===== src/rtl/cnn_pkg.sv =====
// Shared CNN datapath widths and the saturating clamp used by tap multipliers and the adder tree.
package cnn_pkg;
    localparam int DATA_W      = 8;
    localparam int PROD_W      = 16;
    localparam int KERNEL_TAPS = 9;

    localparam int SAT_MAX = (2 ** (DATA_W - 1)) - 1;
    localparam int SAT_MIN = -(2 ** (DATA_W - 1));

    function automatic logic signed [DATA_W-1:0] sat_clamp(input logic signed [31:0] v);
        logic signed [DATA_W-1:0] r;
        if (v > SAT_MAX) begin
            r = DATA_W'(SAT_MAX);
        end else if (v < SAT_MIN) begin
            r = DATA_W'(SAT_MIN);
        end else begin
            r = v[DATA_W-1:0];
        end
        return r;
    endfunction
endpackage


===== src/rtl/line_buffer.sv =====
// One image row of delay: o_dat is the sample shifted in DEPTH enables ago.
// Shifts only when i_en is high; contents are not reset since the row/col gating upstream hides stale data.
module line_buffer
    import cnn_pkg::*;
#(
    parameter int DEPTH = 28
) (
    input  logic                     clk,
    input  logic                     i_en,
    input  logic signed [DATA_W-1:0] i_dat,
    output logic signed [DATA_W-1:0] o_dat
);
    logic signed [DATA_W-1:0] r_mem [DEPTH];

    always_ff @(posedge clk) begin
        if (i_en) begin
            r_mem[0] <= i_dat;
            for (int i = 1; i < DEPTH; i++) begin
                r_mem[i] <= r_mem[i-1];
            end
        end
    end

    assign o_dat = r_mem[DEPTH-1];
endmodule


===== src/rtl/conv_window_mult.sv =====
// 3x3 sliding-window tap multiplier with clamped fixed-point scaling; CONV_ROUND_EN selects round-half-up over floor.
// Latency: tree/results two edges after the completing pixel's edge; no backpressure, one window per cycle.
module conv_window_mult
    import cnn_pkg::*;
#(
    parameter int IMG_W     = 28,
    parameter int IMG_H     = 28,
    parameter int FRAC_BITS = 4
) (
    input  logic                     clk,
    input  logic                     rst,
    input  logic                     pix_valid,
    input  logic signed [DATA_W-1:0] pix_in,
    input  logic                     w_load,
    input  logic        [3:0]        w_idx,
    input  logic signed [DATA_W-1:0] w_data,
    output logic                     tree,
    output logic signed [DATA_W-1:0] result_0,
    output logic signed [DATA_W-1:0] result_1,
    output logic signed [DATA_W-1:0] result_2,
    output logic signed [DATA_W-1:0] result_3,
    output logic signed [DATA_W-1:0] result_4,
    output logic signed [DATA_W-1:0] result_5,
    output logic signed [DATA_W-1:0] result_6,
    output logic signed [DATA_W-1:0] result_7,
    output logic signed [DATA_W-1:0] result_8
);
    localparam int CW = $clog2(IMG_W);
    localparam int RW = $clog2(IMG_H);
`ifdef CONV_ROUND_EN
    localparam int RND = (FRAC_BITS > 0) ? ((1 << FRAC_BITS) / 2) : 0;
`endif

    logic [CW-1:0]            r_col;
    logic [RW-1:0]            r_row;
    logic signed [DATA_W-1:0] r_wt   [KERNEL_TAPS];
    logic signed [DATA_W-1:0] r_win  [KERNEL_TAPS];
    logic signed [PROD_W-1:0] r_prod [KERNEL_TAPS];
    logic signed [DATA_W-1:0] r_res  [KERNEL_TAPS];
    logic                     r_win_vld;
    logic                     r_prod_vld;
    logic                     r_tree;

    logic                     w_complete;
    logic signed [DATA_W-1:0] w_lb0;
    logic signed [DATA_W-1:0] w_lb1;
    logic signed [DATA_W-1:0] w_new    [3];
    logic signed [31:0]       w_scaled [KERNEL_TAPS];

    line_buffer #(.DEPTH(IMG_W)) u_lb0 (.clk(clk), .i_en(pix_valid), .i_dat(pix_in), .o_dat(w_lb0));
    line_buffer #(.DEPTH(IMG_W)) u_lb1 (.clk(clk), .i_en(pix_valid), .i_dat(w_lb0),  .o_dat(w_lb1));

    // Window rows ordered oldest first: two rows back, one row back, current row.
    assign w_new[0]   = w_lb1;
    assign w_new[1]   = w_lb0;
    assign w_new[2]   = pix_in;
    assign w_complete = pix_valid && (r_row >= RW'(2)) && (r_col >= CW'(2));

    always_ff @(posedge clk) begin
        if (rst) begin
            r_col <= '0;
            r_row <= '0;
        end else if (pix_valid) begin
            if (r_col == CW'(IMG_W - 1)) begin
                r_col <= '0;
                r_row <= (r_row == RW'(IMG_H - 1)) ? '0 : r_row + 1'b1;
            end else begin
                r_col <= r_col + 1'b1;
            end
        end
    end

    always_ff @(posedge clk) begin
        if (rst) begin
            for (int k = 0; k < KERNEL_TAPS; k++) begin
                r_wt[k] <= '0;
            end
        end else if (w_load && (w_idx < 4'(KERNEL_TAPS))) begin
            r_wt[w_idx] <= w_data;
        end
    end

    always_ff @(posedge clk) begin
        if (pix_valid) begin
            for (int i = 0; i < 3; i++) begin
                r_win[3*i]   <= r_win[3*i+1];
                r_win[3*i+1] <= r_win[3*i+2];
                r_win[3*i+2] <= w_new[i];
            end
        end
    end

    // Weights are read one edge after the window lands, so a same-edge weight write is seen.
    always_ff @(posedge clk) begin
        if (r_win_vld) begin
            for (int k = 0; k < KERNEL_TAPS; k++) begin
                r_prod[k] <= PROD_W'(r_win[k]) * PROD_W'(r_wt[k]);
            end
        end
    end

    always_comb begin
        for (int k = 0; k < KERNEL_TAPS; k++) begin
`ifdef CONV_ROUND_EN
            w_scaled[k] = (32'(r_prod[k]) + 32'(RND)) >>> FRAC_BITS;
`else
            w_scaled[k] = 32'(r_prod[k]) >>> FRAC_BITS;
`endif
        end
    end

    always_ff @(posedge clk) begin
        if (rst) begin
            r_win_vld  <= 1'b0;
            r_prod_vld <= 1'b0;
            r_tree     <= 1'b0;
            for (int k = 0; k < KERNEL_TAPS; k++) begin
                r_res[k] <= '0;
            end
        end else begin
            r_win_vld  <= w_complete;
            r_prod_vld <= r_win_vld;
            r_tree     <= r_prod_vld;
            if (r_prod_vld) begin
                for (int k = 0; k < KERNEL_TAPS; k++) begin
                    r_res[k] <= sat_clamp(w_scaled[k]);
                end
            end
        end
    end

    assign tree     = r_tree;
    assign result_0 = r_res[0];
    assign result_1 = r_res[1];
    assign result_2 = r_res[2];
    assign result_3 = r_res[3];
    assign result_4 = r_res[4];
    assign result_5 = r_res[5];
    assign result_6 = r_res[6];
    assign result_7 = r_res[7];
    assign result_8 = r_res[8];
endmodule


===== config.mk =====
export PLATFORM = sky130hd
export DESIGN_NAME = conv_window_mult
export DESIGN_NICKNAME = d
export VERILOG_FILES = /design/src/rtl/cnn_pkg.sv /design/src/rtl/line_buffer.sv /design/src/rtl/conv_window_mult.sv
export SDC_FILE = /design/constraint.sdc
export NUM_CORES = 2
export LEC_CHECK = 0
export BUFFER_PORTS_ARGS = -buffer_cell sky130_fd_sc_hd__buf_2
export CAP_MARGIN = 30
export CORE_ASPECT_RATIO = 1.25
export CORE_UTILIZATION = 55
export DETAILED_ROUTE_END_ITERATION = 16
export PLACE_DENSITY = 0.81
export SYNTH_ARGS = -nofsm -noshare
export SYNTH_HDL_FRONTEND = slang
export SYNTH_SLANG_ARGS = --single-unit

===== constraint.sdc =====
create_clock -name clk -period 12.74 [get_ports clk]
set_clock_uncertainty 0.15 [all_clocks]
set_input_delay 1.274 -clock clk [delete_from_list [all_inputs] [get_ports clk]]
set_output_delay 1.274 -clock clk [all_outputs]
set_load 0.01 [all_outputs]

==> impl_metrics.yaml <==
detailed_routing:
  dr.pass1.iters: 5
  ant_nets: 0
  drt-vias-per-instance: 5.23
  drt_iter0_markers: 1579
  post-route-drc-count: 0
  totalWireLength_um: 81900
  vias: 25200
  wl_per_cell_um: 17.0
layout:
  mostFrequentLayoutCells: "inv_1 (737), edfxtp_1 (724), fa_1 (486), and2_1 (417), ha_1 (256)"
  drive_gt1_frac: 0.0644
  post-route-util: 0.611
  synthToLayoutAreaGrowth_pct: 9.39
  layout_commonest_cell: "inv_1"
  final_area_um2: 50000
  nNetsFinal: 4450
worst_setup_path:
  arrival_ns: 5.13
  end_kind: "register"
  path_class: "reg -> reg"
  path_max_fanout: 9
  crit-reg2reg-launch: "u_lb0.r_mem[0][21]"
  worstPathRequired_ns: 12.97
  regToRegSetupSlack_ns: 7.84
  reg2regPathDepth: 16
  r2r_end: "r_prod[0][111]"
  start_kind: "register"
global_route:
  grt_max_degree: 184
  use_met1: 0.268
  grt_pass1_wl_um: 135000
  use_met3: 0.0270
  grt_pass1_vias: 26700
  grt_use_total: 0.204
  use_met2: 0.349
  grt.overflow.total: 0
  grt_busiest_layer: "met2"
  antenna_found_initial: 9
power:
  p_per_area_nw_per_um2: 186
  ir_worst_vdd_v: 0.000211
  leakagePower_nw: 21.2
logic_synthesis:
  synth_nets: 4271
  async_flop_share: 0
  synth_cell_types: 57
  synthesis.area_um2: 45700
  yosys_warnings: 0
  avgSynthCellArea_um2: 13.0
  yosys_register_bits: 737
  synth_flop_cell: "edfxtp_1"
  ys_seq_area_frac: 0.481
  synth_edf_count: 724
  syn-instance-count: 3505
sta:
  finalHoldViolations: 0
  setup_viol_count_final: 0
  fin_crit_ns: 4.90
  fmax_mhz: 204
  rsz0062_at_grt: "no"
  holdWs_ns: 0.238
  period_share: 0.385
  maxSlewViolCount: 0
  slew_headroom: 0.351
  worstMarginPinSlew_ns: 0.973
  finalSetupTns_ns: 0
hold_path:
  hold_path_class: "reg -> reg"
  min_to: "u_lb1.r_mem[0][45]"
  holdPathStages: 0
  min_from: "u_lb1.r_mem[0][37]"
floorplanning:
  die_w_um: 260
  die_y_um: 324
  core-area_um2: 81800
  start_util: 0.559
  fp-row-count: 117
  die_area_um2: 84300
  io_pins: 97
placed_design:
  gp_congestion: 0.858
  portBuffers: 96
  postPlaceCellArea_um2: 47600
  dp_hpwl_um: 59400
clock_network:
  ctsResizeCount: 0
  cts.sinks: 737
  ctsHoldBuffers: 0
  clk_path_buf_depth: 3
  cts_made_buffers: 74
  cts_tree: "yes"
  cts_max_level: 3
  cts-root-buf: "clkbuf_16"
  postCtsSetupBuffers: 0
  clk_pin_slew_ns: 0.07
  insertion_delay_ns: 0.63
status:
  status: "completed"
flow_run:
  drv_cap: 0
==> final cells by class <==
type,instances,area (µm²)
Clock buffer,91,1940
Multi-Input combinational cell,2027,20900
Inverter,737,2770
Fill cell,6022,31800
Timing Repair Buffer,107,626
Antenna cell,1,2.50
Clock inverter,42,398
Sequential cell,737,22000
Tap cell,1071,1340
==> critical path, stage by stage (launching register included) <==
cell and delay (ns):
edfxtp_1 0.51, and2_1 0.24, fa_1 0.53, inv_1 0.05
fa_1 0.53, inv_1 0.06, fa_1 0.54, inv_1 0.06
fa_1 0.53, inv_1 0.04, ha_1 0.31, o21ai_0 0.12
o21ai_0 0.31, nand3_1 0.15, o31ai_1 0.26, a21oi_1 0.12
xnor2_1 0.14
==> sequential cells by signal, summed over array words and instances (netlist names) <==
signal	count
r_col	5
u_lb0.r_mem	224
r_wt	72
u_lb1.r_mem	224
r_win	24
r_res	72
r_prod	108
r_row	5
tree	1
r_win_vld	1
r_prod_vld	1
==> per-layer routing <==
metal,vias to the layer above,part of all wire
met5,-,0.00022
met4,4,0.024
met3,145,0.053
met2,640,0.51
met1,12700,0.41
li1,11700,-
==> power by group <==
part	internal [mW]	switching (mW)
registers	3.03	0.0889
clock network	1.16	0.934
logic	1.86	2.25
total	6.05	3.27
==> Yosys cell counts (39+ instances only) <==
cell type	number	area (µm²)
ha_1	256	3200
nor2_1	72	270
a21oi_1	63	315
nand2_1	153	574
o21ai_0	39	195
xnor2_1	129	1130
o21a_1	64	480
and2_1	417	2610
inv_1	737	2770
fa_1	486	9730
edfxtp_1	724	21700
nor2b_1	71	444
==> stage by stage <==
| step | total power, mW | setup WS (ns) | cells |
|---|---|---|---|
| after floorplan | 6.43 | 8.26 | 3505 |
| after global placement | 7.09 | 7.99 | 4677 |
| after detailed placement | 7.25 | 7.87 | 4678 |
| after CTS | 9.40 | 7.89 | 4811 |
| after global routing | 10.1 | 7.58 | 4813 |
| final | 9.32 | 7.84 | 4813 |
==> worst max-delay path by stage <==
stage / startpoint / to / slack, ns
2_1_floorplan: r_wt[5][2] / r_prod[0][95] / 8.26
3_3_place_gp: u_lb1.r_mem[0][21] / r_prod[0][63] / 7.99
4_1_cts: u_lb0.r_mem[0][21] / r_prod[0][111] / 7.89
6_report: u_lb0.r_mem[0][21] / r_prod[0][111] / 7.84
5_1_grt: r_win[0][7] / r_prod[0][15] / 7.58
3_5_place_dp: u_lb0.r_mem[0][21] / r_prod[0][111] / 7.87
==> logic make-up after synthesis <==
logic type / share of synthesized area
xor gates and xnor gates: 0.0282
adders and majority gates: 0.283
muxes: 0.00328
and+or+nand+nor: 0.108
buffers and inverters: 0.0609
AOI/OAI and AO/OA: 0.0358
DFF: 0.481
No activity file was read; power rests on OpenSTA's default activity.
